[config.mk]
export PLATFORM = sky130hd
export DESIGN_NAME = vga_pixel_feeder
export DESIGN_NICKNAME = d
export VERILOG_FILES = /design/src/rtl/vga_pkg.sv /design/src/rtl/pixel_fifo.sv /design/src/rtl/vga_pixel_feeder.sv
export SDC_FILE = /design/constraint.sdc
export NUM_CORES = 1
export LEC_CHECK = 0
export ABC_CLOCK_PERIOD_IN_PS = 6100
export CAP_MARGIN = 20
export CORE_ASPECT_RATIO = 0.7
export CORE_UTILIZATION = 30
export DETAILED_ROUTE_END_ITERATION = 8
export PLACE_DENSITY_LB_ADDON = 0.3
export REMOVE_ABC_BUFFERS = 1
export SYNTH_ARGS = -nofsm -noshare
export SYNTH_HDL_FRONTEND = slang
export SYNTH_SLANG_ARGS = --single-unit
[constraint.sdc]
create_clock -name i_clk -period 6.1 [get_ports i_clk]
set_input_delay 1.83 -clock i_clk [delete_from_list [all_inputs] [get_ports i_clk]]
set_output_delay 1.83 -clock i_clk [all_outputs]
set_load 0.1 [all_outputs]
[src/rtl/vga_pkg.sv]
// Shared types and default geometry for the VGA pixel path.
package vga_pkg;

    typedef logic [23:0] pixel_t;

    typedef enum logic [1:0] {
        S_SYNC,
        S_FILL,
        S_STREAM
    } feeder_state_t;

    localparam int H_ACTIVE_DEF = 640;
    localparam int V_ACTIVE_DEF = 480;

endpackage

[src/rtl/pixel_fifo.sv]
// Show-ahead pixel FIFO; head is valid whenever not empty.
// Flush empties it, and a push in the flush cycle becomes the sole entry.
module pixel_fifo
    import vga_pkg::*;
#(
    parameter int DEPTH = 16
) (
    input  logic                     i_clk,
    input  logic                     i_rst_n,
    input  logic                     push_i,
    input  logic                     pop_i,
    input  logic                     flush_i,
    input  logic [23:0]              din_i,
    output logic [23:0]              head_o,
    output logic [$clog2(DEPTH):0]   level_o,
    output logic                     full_o,
    output logic                     empty_o
);
    localparam int AW = $clog2(DEPTH);
    localparam int LW = AW + 1;

    pixel_t          mem_q [DEPTH];
    logic [AW-1:0]   wptr_q;
    logic [AW-1:0]   rptr_q;
    logic [LW-1:0]   level_q;

    always_ff @(posedge i_clk or negedge i_rst_n) begin
        if (!i_rst_n) begin
            wptr_q  <= '0;
            rptr_q  <= '0;
            level_q <= '0;
        end else if (flush_i) begin
            rptr_q  <= '0;
            wptr_q  <= push_i ? AW'(1) : AW'(0);
            level_q <= push_i ? LW'(1) : LW'(0);
        end else begin
            if (push_i) wptr_q <= wptr_q + AW'(1);
            if (pop_i)  rptr_q <= rptr_q + AW'(1);
            case ({push_i, pop_i})
                2'b10:   level_q <= level_q + LW'(1);
                2'b01:   level_q <= level_q - LW'(1);
                default: level_q <= level_q;
            endcase
        end
    end

    always_ff @(posedge i_clk) begin
        if (push_i) mem_q[flush_i ? AW'(0) : wptr_q] <= din_i;
    end

    assign head_o  = mem_q[rptr_q];
    assign level_o = level_q;
    assign full_o  = (level_q == LW'(DEPTH));
    assign empty_o = (level_q == LW'(0));

endmodule

[src/rtl/vga_pixel_feeder.sv]
// Buffers producer pixels, aligns SOF to vsync and serves one pixel per request (1-cycle latency).
// o_ready drops only when the FIFO is full; words are swallowed while hunting for SOF.
module vga_pixel_feeder
    import vga_pkg::*;
#(
    parameter int     DEPTH      = 16,
    parameter int     H_ACTIVE   = H_ACTIVE_DEF,
    parameter int     V_ACTIVE   = V_ACTIVE_DEF,
    parameter int     PRIME      = DEPTH / 2,
    parameter pixel_t FILL_COLOR = 24'h000000
) (
    input  logic                    i_clk,
    input  logic                    i_rst_n,
    input  logic [23:0]             i_pixel,
    input  logic                    i_valid,
    input  logic                    i_sof,
    output logic                    o_ready,
    input  logic                    i_vsync_n,
    input  logic                    i_request,
    output logic [23:0]             o_color,
    output logic                    o_underflow,
    output logic                    o_frame_err,
    output logic [$clog2(DEPTH):0]  o_level
);
    localparam int TOTAL = H_ACTIVE * V_ACTIVE;
    localparam int CW    = $clog2(TOTAL);
    localparam int LW    = $clog2(DEPTH) + 1;

    feeder_state_t  state_q;
    logic           vs_q;
    logic [CW-1:0]  cnt_q;
    logic           need_sof_q;
    pixel_t         color_q;
    logic           underflow_q;
    logic           frame_err_q;

    logic           push, pop, flush;
    logic           full, empty;
    pixel_t         head;
    logic [LW-1:0]  level;
    logic           xfer, vs_fall, frame_end, early_sof, bad_first;

    assign o_ready   = (state_q == S_SYNC) || !full;
    assign xfer      = i_valid && o_ready;
    assign vs_fall   = vs_q && !i_vsync_n;
    assign frame_end = (state_q == S_STREAM) && i_request && (cnt_q == CW'(TOTAL - 1));
    assign early_sof = (state_q == S_STREAM) && xfer && i_sof && !frame_end;
    // The word following a completed frame must open the next one.
    assign bad_first = xfer && !i_sof &&
                       (((state_q == S_FILL) && need_sof_q) || frame_end);

    always_comb begin
        push  = 1'b0;
        pop   = 1'b0;
        flush = 1'b0;
        case (state_q)
            S_SYNC:   push = xfer && i_sof;
            S_FILL: begin
                flush = bad_first;
                push  = xfer && !bad_first;
            end
            S_STREAM: begin
                if (early_sof) begin
                    flush = 1'b1;
                    push  = 1'b1;
                end else begin
                    pop   = i_request && !empty;
                    flush = bad_first;
                    push  = xfer && !bad_first;
                end
            end
            default: ;
        endcase
    end

    pixel_fifo #(.DEPTH(DEPTH)) u_fifo (
        .i_clk   (i_clk),
        .i_rst_n (i_rst_n),
        .push_i  (push),
        .pop_i   (pop),
        .flush_i (flush),
        .din_i   (i_pixel),
        .head_o  (head),
        .level_o (level),
        .full_o  (full),
        .empty_o (empty)
    );

    always_ff @(posedge i_clk or negedge i_rst_n) begin
        if (!i_rst_n) begin
            state_q     <= S_SYNC;
            vs_q        <= 1'b1;
            cnt_q       <= '0;
            need_sof_q  <= 1'b0;
            color_q     <= '0;
            underflow_q <= 1'b0;
            frame_err_q <= 1'b0;
        end else begin
            vs_q        <= i_vsync_n;
            underflow_q <= 1'b0;
            frame_err_q <= 1'b0;
            case (state_q)
                S_SYNC: begin
                    if (xfer && i_sof) begin
                        state_q    <= S_FILL;
                        need_sof_q <= 1'b0;
                    end
                end
                S_FILL: begin
                    if (bad_first) begin
                        frame_err_q <= 1'b1;
                        need_sof_q  <= 1'b0;
                        state_q     <= S_SYNC;
                    end else begin
                        if (xfer) need_sof_q <= 1'b0;
                        if (vs_fall && (level >= LW'(PRIME))) begin
                            state_q <= S_STREAM;
                            cnt_q   <= '0;
                        end
                    end
                end
                S_STREAM: begin
                    if (early_sof) begin
                        frame_err_q <= 1'b1;
                        need_sof_q  <= 1'b0;
                        cnt_q       <= '0;
                        state_q     <= S_FILL;
                    end else if (i_request) begin
                        color_q     <= empty ? FILL_COLOR : head;
                        underflow_q <= empty;
                        if (frame_end) begin
                            cnt_q <= '0;
                            if (bad_first) begin
                                frame_err_q <= 1'b1;
                                state_q     <= S_SYNC;
                            end else begin
                                need_sof_q <= !xfer;
                                state_q    <= S_FILL;
                            end
                        end else begin
                            cnt_q <= cnt_q + CW'(1);
                        end
                    end
                end
                default: state_q <= S_SYNC;
            endcase
        end
    end

    assign o_color     = color_q;
    assign o_underflow = underflow_q;
    assign o_frame_err = frame_err_q;
    assign o_level     = level;

endmodule

Word level (Yosys, flattened, before mapping)
Memories as Yosys holds them, arrays and structs flattened.
Index checks and enable logic that the tools add are counted.
- flip-flop bits (word level): 62
- bits in writable memories: 384
- input bits: 30
- output and inout port bits: 32
- word-level logic and storage cells: 114
- memories kept: 1
- add/subtract/negate cells: 5
- magnitude comparators: 1
- equality and inequality tests: 14
- muxes and demuxes: 48
- bitwise logic cells: 1
- reduce and logical (&&, ||, !) cells: 34
- memories (memory ; depth ; width ; rd ports ; clocked after Yosys merged registers in ; write ports ; RTL line ; source):
    u_fifo.mem_q ; 16 ; 24 ; 1 ; 0 ; 1 ; pixel_fifo.sv:22 ; pixel_t mem_q [DEPTH];
- operators with widths (cell ; count):
    2-to-1 mux 19 bit ; 5
    one-hot mux 19 bit (2 select lines) ; 1
    2-to-1 mux 24 bit ; 1
    2-to-1 mux 1 bit ; 23
    2-to-1 mux 4 bit ; 5
    adder 19 x 1 -> 19 bit, second input constant ; 1
    equality test 19 bit, second input constant ; 1
    logical AND 1 bit ; 14
    2-to-1 mux 2 bit ; 6
    inequality test 3 bit, second input constant ; 4
    one-hot mux 5 bit (2 select lines) ; 1
    adder 4 x 1 -> 4 bit, second input constant ; 2
    AND reduction 4 bit ; 2
    zero test 1 bit ; 7
    one-hot mux 1 bit (3 select lines) ; 2
    one-hot mux 2 bit (3 select lines) ; 1
    AND reduction 6 bit ; 1
    nonzero test 2 bit ; 3
    nonzero test 3 bit ; 2
    adder 5 x 1 -> 5 bit, second input constant ; 1
    equality test 5 bit, second input constant ; 1
    greater-or-equal comparator 5 x 4 -> 1 bit, second input constant ; 1
    zero test 5 bit ; 1
    2-to-1 mux 5 bit ; 1
    other kinds (11) ; 16

Logic depth before layout (Yosys ltp)
Gate-level depths: netlist of run 1.
- word-level depth: 13
- depth in mapped cells: 15
- gate-level depth less buffers: 14

Hierarchy
Synthesis of run 1 repeated with hierarchy kept, for this count alone.
- cell total of the unflattened synthesis: 937
- area, all modules: 17966.0 µm²
- modules (own cells, without submodules) (module ; instances ; cells an instance ; area each (µm²) ; seq. area each (µm²)):
    pixel_fifo ; 1 ; 634 ; 15255.9 ; 11856.4
    vga_pixel_feeder ; 1 ; 303 ; 2710.1 ; 1227.4

Worst setup path before layout of run 1
No wires, ideal clock.
- path type: input to register
- start point: in i_sof
- end point: mem u_fifo.mem_q[1][0] (netlist bit) (enable)
- library setup time: 466 ps
- data arrival time: 5336 ps
- data required time: 5634 ps
- setup slack: 298 ps
- stages on the path: 6
- buffers on the path: 1
- path through: clkbuf_1 -> a211oi_1 -> nor4_2 -> o21a_1 -> nand2_1 -> nor4_1
- cells in the longest elaborated chain, start to end: 9
- elaborated cells on any way between the ends: 15
- classes of those cells: 7 x mux; 8 x reduce/logical
- ends and longest elaborated chain (item ; RTL line ; source):
    from (decl) ; vga_pixel_feeder.sv:16 ; input logic i_sof,
    zero test 1 bit ; vga_pixel_feeder.sv:49 ; assign bad_first = xfer && !i_sof &&
    logical AND 1 bit (2 in series) ; vga_pixel_feeder.sv:49 ;
    zero test 1 bit ; vga_pixel_feeder.sv:60, vga_pixel_feeder.sv:69 ;
    logical AND 1 bit ; vga_pixel_feeder.sv:60, vga_pixel_feeder.sv:69 ;
    2-to-1 mux 1 bit ; vga_pixel_feeder.sv:63 ; if (early_sof) begin
    one-hot mux 1 bit (3 select lines) ; vga_pixel_feeder.sv:56 ; case (state_q)
    2-to-1 mux 1 bit (2 in series) ; pixel_fifo.sv:48 ; if (push_i) mem_q[flush_i ? AW'(0) : wptr_q] <= din_i;
    to (decl) ; pixel_fifo.sv:22 ;
Parallel ways exist; a longest one is shown, timed or not.

Worst setup path in the final report of run 1
- start point: in i_request
- end point: mem u_fifo.mem_q[12][15] (netlist bit) (enable)
- cells in the longest elaborated chain, start to end: 10
- elaborated cells on any way between the ends: 15
- classes of those cells: 7 x mux; 8 x reduce/logical
- ends and longest elaborated chain (item ; RTL line ; source):
    from (decl) ; vga_pixel_feeder.sv:19 ; input logic i_request,
    logical AND 1 bit (*) (2 in series) ; vga_pixel_feeder.sv:46 ; assign frame_end = (state_q == S_STREAM) && i_request && (cnt_q == CW'(TOTAL - 1));
    logical OR 1 bit ; vga_pixel_feeder.sv:50 ; (((state_q == S_FILL) && need_sof_q) || frame_end);
    logical AND 1 bit ; vga_pixel_feeder.sv:49 ;
    zero test 1 bit ; vga_pixel_feeder.sv:60, vga_pixel_feeder.sv:69 ;
    logical AND 1 bit ; vga_pixel_feeder.sv:60, vga_pixel_feeder.sv:69 ;
    2-to-1 mux 1 bit ; vga_pixel_feeder.sv:63 ;
    one-hot mux 1 bit (3 select lines) ; vga_pixel_feeder.sv:56 ;
    2-to-1 mux 1 bit (2 in series) ; pixel_fifo.sv:48 ;
Every way passes the cells marked *; elsewhere a longest branch is shown, timed or not.

==> flow_summary.toml, run 1 <==
[run_status]
outcome = "complete, no violations"

[setup_path]
path_cells = "clkdlybuf4s50_1 > nand4bb_1 > nor4_4 > a21oi_1 > o2bb2ai_1 > buf_4 > nor2_1 > nand3b_1 > nor2_4"
crit_type = "in2reg"
worstPathArrival_ps = 4900
crit_path_end_kind = "flip-flop"
cp_slowest_stage_delay_ps = 840
critical_path_peak_fanout = 24
cpMaxStageDelayCell = "nor2_4"
start_kind = "input pin"
cp.required_ps = 6270

[synthesis]
syn_area_per_cell_um2 = 18.4
yosysSeqAreaShare_pct = 73.3
async_reset_ff_share_pct = 13.9
synth_cell_types = 69
synth_area_leaders = "edfxtp_1 65%, mux4_2 10%, dfrtp_1 8.5%, mux2i_1 2.4%, a21oi_1 1.0%"
ys.flop_type = "edfxtp_1"
synth_warnings = 0
synth_top_area_share_pct = 64.6
synth-seq-cells = 446
synth_edf_count = 384
synth_top_area_cell = "edfxtp_1"
syn_area_mm2 = 0.0179
syn_inst = 970

[sta]
tns_ps = 0
relSlewSlack_pct = 31.6
timing.final.max_slew_violations = 0
setup_viol = 0
fin_worst_skew_ps = 18.9
hold_viol_final = 0
rsz0062_at_grt = "no"
period_minus_slack_ps = 4730
worst_pin_slew_ps = 1020
timing.fmax_mhz = 211
timing.final.crit_share_pct = 77.5

[clock_network]
cts_resized = 0
insertion_delay_ps = 550
cts.htree.levels = 2
postCtsHoldBufs = 0
cts_setup_buffers = 0
clock_sinks = 446
cts_buffers = 45
ctsRootBufferMaster = "clkbuf_16"
clock_path_buffers = 3
clk_pin_slew_ps = 60
cts_tree = "done"

[power]
peakVddDrop_uv = 228
p_per_area_mw_per_mm2 = 436
p_leak_nw = 6.91

[floorplanning]
die_w_um = 294
io_pins = 62
die_area_mm2 = 0.0605
core_area_mm2 = 0.0586
die_h_um = 206
rows = 74
start_util_pct = 30.5

[cells_and_area]
final_cell_mix = "384 x edfxtp_1, 81 x mux4_2, 60 x clkdlybuf4s50_1, 59 x dfrtp_1, 45 x clkbuf_16"
area_growth_pct = 18.1
fin_util_pct = 36.0
stdcell_count = 1886
drive_gt1_share_pct = 21.0
num_antenna_cells = 0
nets = 1091
design_area_mm2 = 0.0211
final_common_cell = "edfxtp_1"

[global_route]
grt_pass1_wl_um = 63000
antenna_found_initial = 0
grt_max_degree = 63
grt_use_total_pct = 14.0
first_global_vias = 9315
grt-ovfl-total = 0

[routing]
vias_per_cell = 4.85
post_drt_wl_per_cell_um = 22.3
num_vias = 9148
drcViolationCount = 0
wl_um = 42000
ant_nets = 0
drtIter0Drc = 702
first_pass_iters = 5

[place]
io_buffers = 61
dpl.hpwl_um = 25600
gp_congestion = 0.809
dpl_cell_area_mm2 = 0.0196
place_inst = 1800

[hold_path]
hp-class = "reg2reg"

[run]
drv_cap = 0
## registers in the layout (all words and copies together), names as in the netlist
register and flops:
o_frame_err 1, need_sof_q 1, u_fifo.mem_q 384, u_fifo.level_o 5, vs_q 1, cnt_q 19, o_color 24, u_fifo.rptr_q 4
state_q 2, o_underflow 1, u_fifo.wptr_q 4
## cells in the mapped netlist (10+ instances only)
library cell / instances
nor3_1: 10
mux4_2: 81
xor2_1: 10
dfrtp_1: 61
nor2_1: 45
clkbuf_1: 21
a21oi_1: 36
a221oi_1: 13
mux2i_1: 42
mux2_2: 13
xnor2_1: 13
a22o_1: 12
o21ai_0: 35
edfxtp_1: 384
nand2_1: 28
a21o_1: 13
a22oi_1: 13
buf_2: 18
## area by class of cell
type | count | area, µm²
Timing Repair Buffer | 85 | 837
Fill cell | 5439 | 37500
Inverter | 9 | 33.8
Tap cell | 798 | 998
Sequential cell | 446 | 13100
Clock inverter | 16 | 190
Clock buffer | 67 | 1300
Multi-Input combinational cell | 465 | 4640
## cells by family (layout without fill, tap and decap cells)
group	after synthesis	after routing	synth area share, %
xor gates and xnor gates	24	24	1.22
adders and majority gates	9	9	0.631
buffers and inverters	59	177	1.50
AOI/OAI and AO/OA	148	148	5.49
and+or+nand+nor	148	148	4.51
DFF	446	446	73.3
muxes	136	136	13.4
## layer usage
| layer | share of wire [%] | vias to the layer above | GRT usage [%] |
|---|---|---|---|
| met5 | 0 | - | 0 |
| met4 | 1.9 | 0 | 3.37 |
| met3 | 4.2 | 61 | 2.31 |
| met2 | 46 | 215 | 22.0 |
| met1 | 48 | 4791 | 20.4 |
| li1 | - | 4081 | - |
## path summary, 6_finish.rpt
kind,start,to,slack [ps],cells past startpoint
worst max register to register,state_q[0],u_fifo.mem_q[12][15],2260,10
worst max-delay path,i_request,u_fifo.mem_q[12][15],1370,9
worst min register to register,o_color[11],o_color[11],480,1
max in group asynchronous,i_rst_n,u_fifo.rptr_q[1],3940,1
worst min-delay path,o_color[11],o_color[11],480,1
min in group asynchronous,i_rst_n,o_color[10],1450,1
## worst max-delay path: cells and delay by family
kind                   cells  cell delay (ps)
AND/OR/NAND/NOR            5             2020
AO/OA/AOI/OAI              2              290
buffers and inverters      2              700
## where the power goes
| group | total (W) | switching [W] | leakage [nW] | internal [W] |
|---|---|---|---|---|
| clock network | 0.00279 | 0.00115 | 0.736 | 0.00164 |
| logic | 0.00254 | 0.00159 | 1.90 | 0.000949 |
| registers | 0.00385 | 0.000236 | 4.27 | 0.00362 |
## per-stage QoR
step                setup slack, ps  power, W  hold WS [ps]
floorplan                       291   0.00580           466
global placement                865   0.00647           466
detailed placement              796   0.00648           465
CTS                            1380   0.00928           484
global route                   1230   0.00957           498
finish                         1370   0.00918           478
(Power assumes the default switching activity.)
==> inputs of run 2 (changes only) <==
Settings changed: ABC_CLOCK_PERIOD_IN_PS 6100 to 4300.
Clock period 6.1 ns to 4.3 ns, I/O delays scaled along.
==> flow_summary.toml, run 2 (synthesized netlist as in run 1, its figures left out) <==
[hold_path]
hp-class = "reg2reg"
min-delay-start = "o_color[3]"
worstHoldEndpoint = "o_color[3]"
hold_depth = 1

[routing]
drcViolationCount = 0
first_pass_iters = 5
post_drt_wl_per_cell_um = 22.3
vias_per_cell = 4.90
ant_nets = 0
wl_um = 42600
drtIter0Drc = 875
num_vias = 9360

[clock_network]
clk_pin_slew_ps = 60
cts.htree.levels = 2
cts_tree = "done"
clock_sinks = 446
cts_buffers = 44
clock_path_buffers = 3
insertion_delay_ps = 560
cts_resized = 0
postCtsHoldBufs = 0
ctsRootBufferMaster = "clkbuf_16"
cts_setup_buffers = 0

[setup_path]
start_kind = "input pin"
cpMaxStageDelayCell = "nor2_4"
reg2regPathDepth = 9
crit_type = "in2reg"
crit_path_end_kind = "flip-flop"
cp.required_ps = 4460
r2r_end = "u_fifo.mem_q[7][10]"
path_cells = "clkdlybuf4s50_1 > nand4bb_1 > nor4_4 > a21oi_1 > o2bb2ai_1 > nor2_1 > nand3b_1 > nor2_4"
cp_slowest_stage_delay_ps = 770
r2r-start = "state_q[0]"
critical_path_peak_fanout = 24
r2r_slack_ps = 970
worstPathArrival_ps = 3850

[power]
p_per_area_mw_per_mm2 = 625
p_leak_nw = 7.11
peakVddDrop_uv = 346

[place]
io_buffers = 61
dpl.hpwl_um = 25900
place_inst = 1831
pre_cts_ws_ps = -21.4
gp_congestion = 0.771

[cells_and_area]
filler_cell_count = 5364
final_common_cell = "edfxtp_1"
area_growth_pct = 20.3
drive_gt1_share_pct = 23.5
final_cell_mix = "384 x edfxtp_1, 81 x mux4_2, 59 x dfrtp_1, 57 x clkdlybuf4s50_1, 46 x buf_4"
num_antenna_cells = 0
largest_register_ffs = 384
fin_util_pct = 36.7
nets = 1118
multiInputGateArea_mm2 = 0.00464
regArea_mm2 = 0.0131
stdcell_count = 1912
top_register = "u_fifo.mem_q"

[sta]
timing.final.crit_share_pct = 85.9
relSlewSlack_pct = 29.9
timing.fmax_mhz = 271
hold_viol_final = 0
worst_pin_slew_ps = 1050
period_minus_slack_ps = 3690
fin_worst_skew_ps = 31.4
tns_ps = 0
setup_viol = 0
rsz0062_at_grt = "no"
worst_slack_ps = 606
timing.final.max_slew_violations = 0

[floorplanning]
start_util_pct = 30.5
die_area_mm2 = 0.0605
die_w_um = 294
rows = 74
io_pins = 62
die_h_um = 206
core_area_mm2 = 0.0586

[global_route]
first_global_vias = 9388
grt_pass1_wl_um = 63500
grt-ovfl-total = 0
grt_use_total_pct = 14.2
antenna_found_initial = 0
grt_max_degree = 56

[run]
drv_cap = 0

[run_status]
outcome = "complete, no violations"
==> run 2: how the worst max path moves through the flow <==
stage                     start             endpoint  slack, ps  depth (start not counted)
2_1_floorplan  u_fifo.rptr_q[0]          o_color[10]      -1460                          3
3_3_place_gp          i_request   u_fifo.mem_q[7][1]         60                          8
3_5_place_dp          i_request   u_fifo.mem_q[7][1]        -20                          8
4_1_cts               i_request  u_fifo.mem_q[7][10]        550                          8
5_1_grt               i_request   u_fifo.mem_q[8][8]        400                         10
6_report              i_request  u_fifo.mem_q[7][10]        610                          8
==> run 2: power by group <==
| group | switching [W] | internal, W |
|---|---|---|
| clock network | 0.00170 | 0.00261 |
| registers | 0.000364 | 0.00513 |
| logic | 0.00223 | 0.00140 |
| total | 0.00429 | 0.00914 |
==> run 2: worst max-delay path: cells and delay by family <==
kind            cells  cell delay [ps]
compound gates      2              300
buf+inv             1              510
simple gates        5             1750
==> run 2: final cells by class <==
cell class / instances / area share (%)
Multi-Input combinational cell: 465 / 21.6
Tap cell: 798 / 4.65
Inverter: 9 / 0.157
Sequential cell: 446 / 60.9
Clock inverter: 35 / 2.34
Timing Repair Buffer: 113 / 5.19
Clock buffer: 46 / 5.16
==> run 2: per-layer routing <==
layer / track usage (%) / part of all wire, % / vias up
met2: 21.7 / 45 / 221
li1: - / - / 4132
met3: 2.42 / 4.6 / 53
met1: 21.2 / 49 / 4954
met4: 2.79 / 1.4 / 0
met5: 0 / 0 / -
==> run 2: stage by stage <==
step	instance area (µm²)	power, W	hold WS, ps
after global placement	19900	0.00925	463
after floorplan	17600	0.00823	466
after global routing	21500	0.0140	504
final	21500	0.0134	478
after detailed placement	19900	0.00927	465
after CTS	21500	0.0136	479
==> variant 1, RTL diff (flow settings as in run 1) <==
Set the package constant `H_ACTIVE_DEF` to 1280 (it was 640).
--- a/src/rtl/vga_pkg.sv
+++ b/src/rtl/vga_pkg.sv
@@ -11,3 +11,3 @@
 
-    localparam int H_ACTIVE_DEF = 640;
+    localparam int H_ACTIVE_DEF = 1280;
     localparam int V_ACTIVE_DEF = 480;
Behaviour: no difference found for any inputs over 10 cycles, from zero or initial values and one cycle with i_rst_n low; that may be too few to reach the edited logic, so the function may still have changed.
==> variant 1 against run 1 <==
Non-clock buffer count is 3 lower. Sequential cell count rose by 1. Count of clock-buffer cells in the layout fell by 6. Worst setup slack better by 0.031 ns. Total power grew 0.79%. Synthesized area up 0.76%. Design area down 0.27%. Clock power is 4% lower. Wire length is 2.5% higher. Utilization shrank 0.21 points. Critical path type is now reg2out. Critical endpoint is now o_ready. Largest power group unchanged.
==> variant 1: results (changes against run 1) <==
.. list-table::
   :header-rows: 1

   * - Metric
     - Value
   * - Vias in the first global route
     - 9249 (-0.71%)
   * - Worst r2r path cells
     - 9 (-1)
   * - Mapped Cells
     - 977 (+0.72%)
   * - Worst-path maximum fanout
     - 5 (-79%)
   * - First-pass GRT wire length
     - 63700 um (+1.1%)
   * - Placed cell count
     - 1807 (+0.39%)
   * - Detailed Place HPWL
     - 26900 um (+5.1%)
   * - Worst clock skew
     - 0.0168 ns (-0.00214 ns)
   * - Routed len/inst
     - 22.8 um (+2.2%)
   * - Post-synthesis cell type count
     - 65 (-5.8%)
   * - Register-to-register setup slack
     - 2.53 ns (+0.27 ns)
   * - 1st-iter DRT viols
     - 820 (+17%)
   * - Total GRT Usage
     - 0.142 (+0.00199)
   * - Filler-free cell count of the finished design
     - 1891 (+0.27%)
   * - Source of the worst hold timing path
     - cnt_q[11]$_DFFE_PN0P_
   * - Arrival time of data at the critical path endpoint
     - 2.87 ns (-2.03 ns)
   * - Lkg Pwr
     - 6.80 nW (-1.6%)
   * - Outcome
     - finished, final reports clean
   * - Xor/xnor cell area share of the yosys netlist
     - 0.00584 (-0.00635)
   * - Hold EP
     - cnt_q[11]$_DFFE_PN0P_
   * - Setup WS pre-CTS
     - 0.986 ns (+0.189 ns)
   * - Sort of element at the start of the critical path
     - register
   * - Vias per cell
     - 5.03 (+3.7%)
   * - Min Clock Period, post-route
     - 4.70 ns (-0.0311 ns)
   * - Endpoint of the most critical setup path
     - o_ready
   * - Worst Tran Pin Value
     - 1.01 ns (-0.0131 ns)
   * - Fraction of the yosys area taken by sequential cells
     - 0.729 (-0.00416)
variant 1: final cells by class:
| type | count | area (um^2) |
|---|---|---|
| inverter | 9 | 33.8 |
| tap | 798 | 998 |
| antenna | 1 | 2.50 |
| clock buffer | 61 | 1240 |
| timing repair buffer | 82 | 778 |
| clock inverter | 22 | 181 |
| multi-input combinational | 471 | 4680 |
| sequential | 447 | 13100 |
| fill | 5448 | 37800 |
variant 1: report_power, final:
group	switching, W	internal [W]
logic	0.00168	0.000976
clock network	0.00117	0.00151
registers	0.000275	0.00365
variant 1: logic make-up after synthesis:
kind of cell,after synthesis
AOI/OAI and AO/OA,163
xor gates and xnor gates,12
adders and majority gates,9
buffers and inverters,59
DFF,447
muxes,135
and+or+nand+nor,152
variant 1: per-layer routing:
layer	GRT usage	vias to the layer above	part of all wire
li1	-	4140	-
met1	0.221	5039	0.50
met2	0.204	276	0.43
met3	0.0264	60	0.056
met4	0.0348	0	0.019
met5	0	-	0
==> variant 2, RTL diff (settings of run 1) <==
Made on the original files. Encoding of `feeder_state_t`: now one-hot (3 bits for 3 states).
--- a/src/rtl/vga_pkg.sv
+++ b/src/rtl/vga_pkg.sv
@@ -5,6 +5,6 @@
 
-    typedef enum logic [1:0] {
-        S_SYNC,
-        S_FILL,
-        S_STREAM
+    typedef enum logic [2:0] {
+        S_SYNC   = 3'b001,
+        S_FILL   = 3'b010,
+        S_STREAM = 3'b100
     } feeder_state_t;
Function: same outputs for any inputs over 4 cycles, from zero or initial values and one cycle with i_rst_n low; so few cycles prove little.
==> variant 2 against run 1 <==
Register-to-register slack better by 0.17 ns. Worst setup slack worse by 0.023 ns. Synthesized area about the same. Via count increased by 4.6%. Design area grew 0.23%. Non-clock buffer count increased by 2. Utilization rose by 0.083 points. Cell count grew 1.1%. Total power fell by 12%. Maximum frequency decreased by 0.48%. Synthesized cell count increased by 2.4%. Critical endpoint is now o_ready. Clock skew increased by 0.016 ns. Sequential cell count rose by 1. Wire length increased by 7.8%.
==> variant 2: results (changes against run 1) <==
.. list-table::
   :header-rows: 1

   * - Metric
     - Value
   * - Worst clock skew
     - 0.0353 ns (+0.0164 ns)
   * - Post-DP Area
     - 0.0196 mm^2 (about the same)
   * - Peak per-stage delay on the critical path
     - 1.14 ns (+0.30 ns)
   * - Post-synthesis area per instance
     - 18.0 um^2 (-2.3%)
   * - Power per unit of standard cell area
     - 384 mW/mm^2 (-12%)
   * - Vias in the first global route
     - 9655 (+3.7%)
   * - Multi-input gate area in the final layout
     - 0.00461 mm^2 (-0.65%)
   * - Worst IR Drop VDD
     - 0.000214 V (-6.1%)
   * - Detailed Place HPWL
     - 28600 um (+12%)
   * - Number of detailed-route iterations in the first pass
     - 6 (+1)
   * - Xor/xnor cell area share of the yosys netlist
     - 0.00644 (-0.00575)
   * - Fillcell total
     - 5424 (-0.28%)
   * - Most used standard cells in the synthesized netlist
     - sky130_fd_sc_hd__edfxtp_1 (384), sky130_fd_sc_hd__mux4_2 (81), sky130_fd_sc_hd__dfrtp_1 (61)
   * - Outcome
     - finished, final reports clean
   * - Ratio of cells with drive above 1 in the final layout
     - 0.201 (-0.00994)
   * - Post-synthesis compound-gate area fraction
     - 0.0602 (+0.00537)
   * - Mux share of post-synthesis cell area
     - 0.133 (-0.00110)
   * - Worst-path maximum fanout
     - 8 (-67%)
   * - Placed cell count
     - 1825 (+1.4%)
   * - Post-synthesis cell type count
     - 61 (-12%)
   * - Gate power share
     - 0.185 (-0.091)
   * - Worst Tran Pin Value
     - 1.00 ns (-0.0223 ns)
   * - Fraction of the yosys area taken by sequential cells
     - 0.734 (+0.00121)
   * - Total via count in the routed design
     - 9569 (+4.6%)
   * - Setup WS pre-CTS
     - 0.876 ns (+0.0792 ns)
   * - Clock root cell
     - sky130_fd_sc_hd__clkbuf_16
   * - Antenna violations before repair
     - 2 (+2)
   * - Category of cells accounting for the largest share of critical-path delay
     - buffers and inverters
   * - Global placer's final weighted congestion
     - 0.786 (-2.9%)
   * - Pint
     - 0.00574 W (-7.6%)
   * - Total GRT Usage
     - 0.151 (+0.0109)
   * - Vias per cell
     - 5.02 (+3.5%)
   * - NumNets Final
     - 1108 (+1.6%)
   * - Share of synthesized registers carrying an async set or reset
     - 0.141 (+0.00193)
   * - Cell types occupying the most area after synthesis
     - sky130_fd_sc_hd__edfxtp_1 (65%), sky130_fd_sc_hd__mux4_2 (10%), sky130_fd_sc_hd__dfrtp_1 (8.5%)
variant 2: cell count changes in the layout (fill, tap and decap cells not counted), sizes merged, moves of 7 or more:
cell / run 1 / this run
a21o: 13 / 3
a21oi: 37 / 23
a22o: 12 / 24
clkbuf: 67 / 53
mux2: 13 / 6
nand2: 29 / 54
o21ai: 37 / 59
xnor2: 14 / 5
variant 2: cell type report:
| cell class | instances | share of cell area |
|---|---|---|
| Inverter | 6 | 0.00107 |
| Timing Repair Buffer | 87 | 0.0386 |
| Multi-Input combinational cell | 487 | 0.218 |
| Clock buffer | 53 | 0.0571 |
| Sequential cell | 447 | 0.621 |
| Tap cell | 798 | 0.0472 |
| Clock inverter | 27 | 0.0172 |
| Antenna cell | 1 | 0.000118 |
variant 2: metal layers:
layer  global-route usage  vias to the layer above  share of wire
met2                0.231                      294           0.45
met1                0.216                     5016           0.47
met5                    0                        -        0.00029
li1                     -                     4180              -
met4               0.0420                        2          0.024
met3               0.0348                       77          0.061
variant 2: path summary, 6_finish.rpt:
kind | slack [ns] | endpoint | cells past startpoint | from
setup reg to reg | 2.43 | u_fifo.mem_q[11][12]$_DFFE_PP_ | 7 | cnt_q[12]$_DFFE_PN0P_
max in group asynchronous | 3.96 | u_fifo.rptr_q[0]$_DFFE_PN0P_ | 1 | i_rst_n
hold / removal | 0.50 | cnt_q[18]$_DFFE_PN0P_ | 1 | cnt_q[18]$_DFFE_PN0P_
min in group asynchronous | 1.42 | o_frame_err$_DFF_PN0_ | 1 | i_rst_n
setup / recovery | 1.35 | o_ready | 3 | state_q[0]$_DFFE_PN1P_
hold reg to reg | 0.50 | cnt_q[18]$_DFFE_PN0P_ | 1 | cnt_q[18]$_DFFE_PN0P_
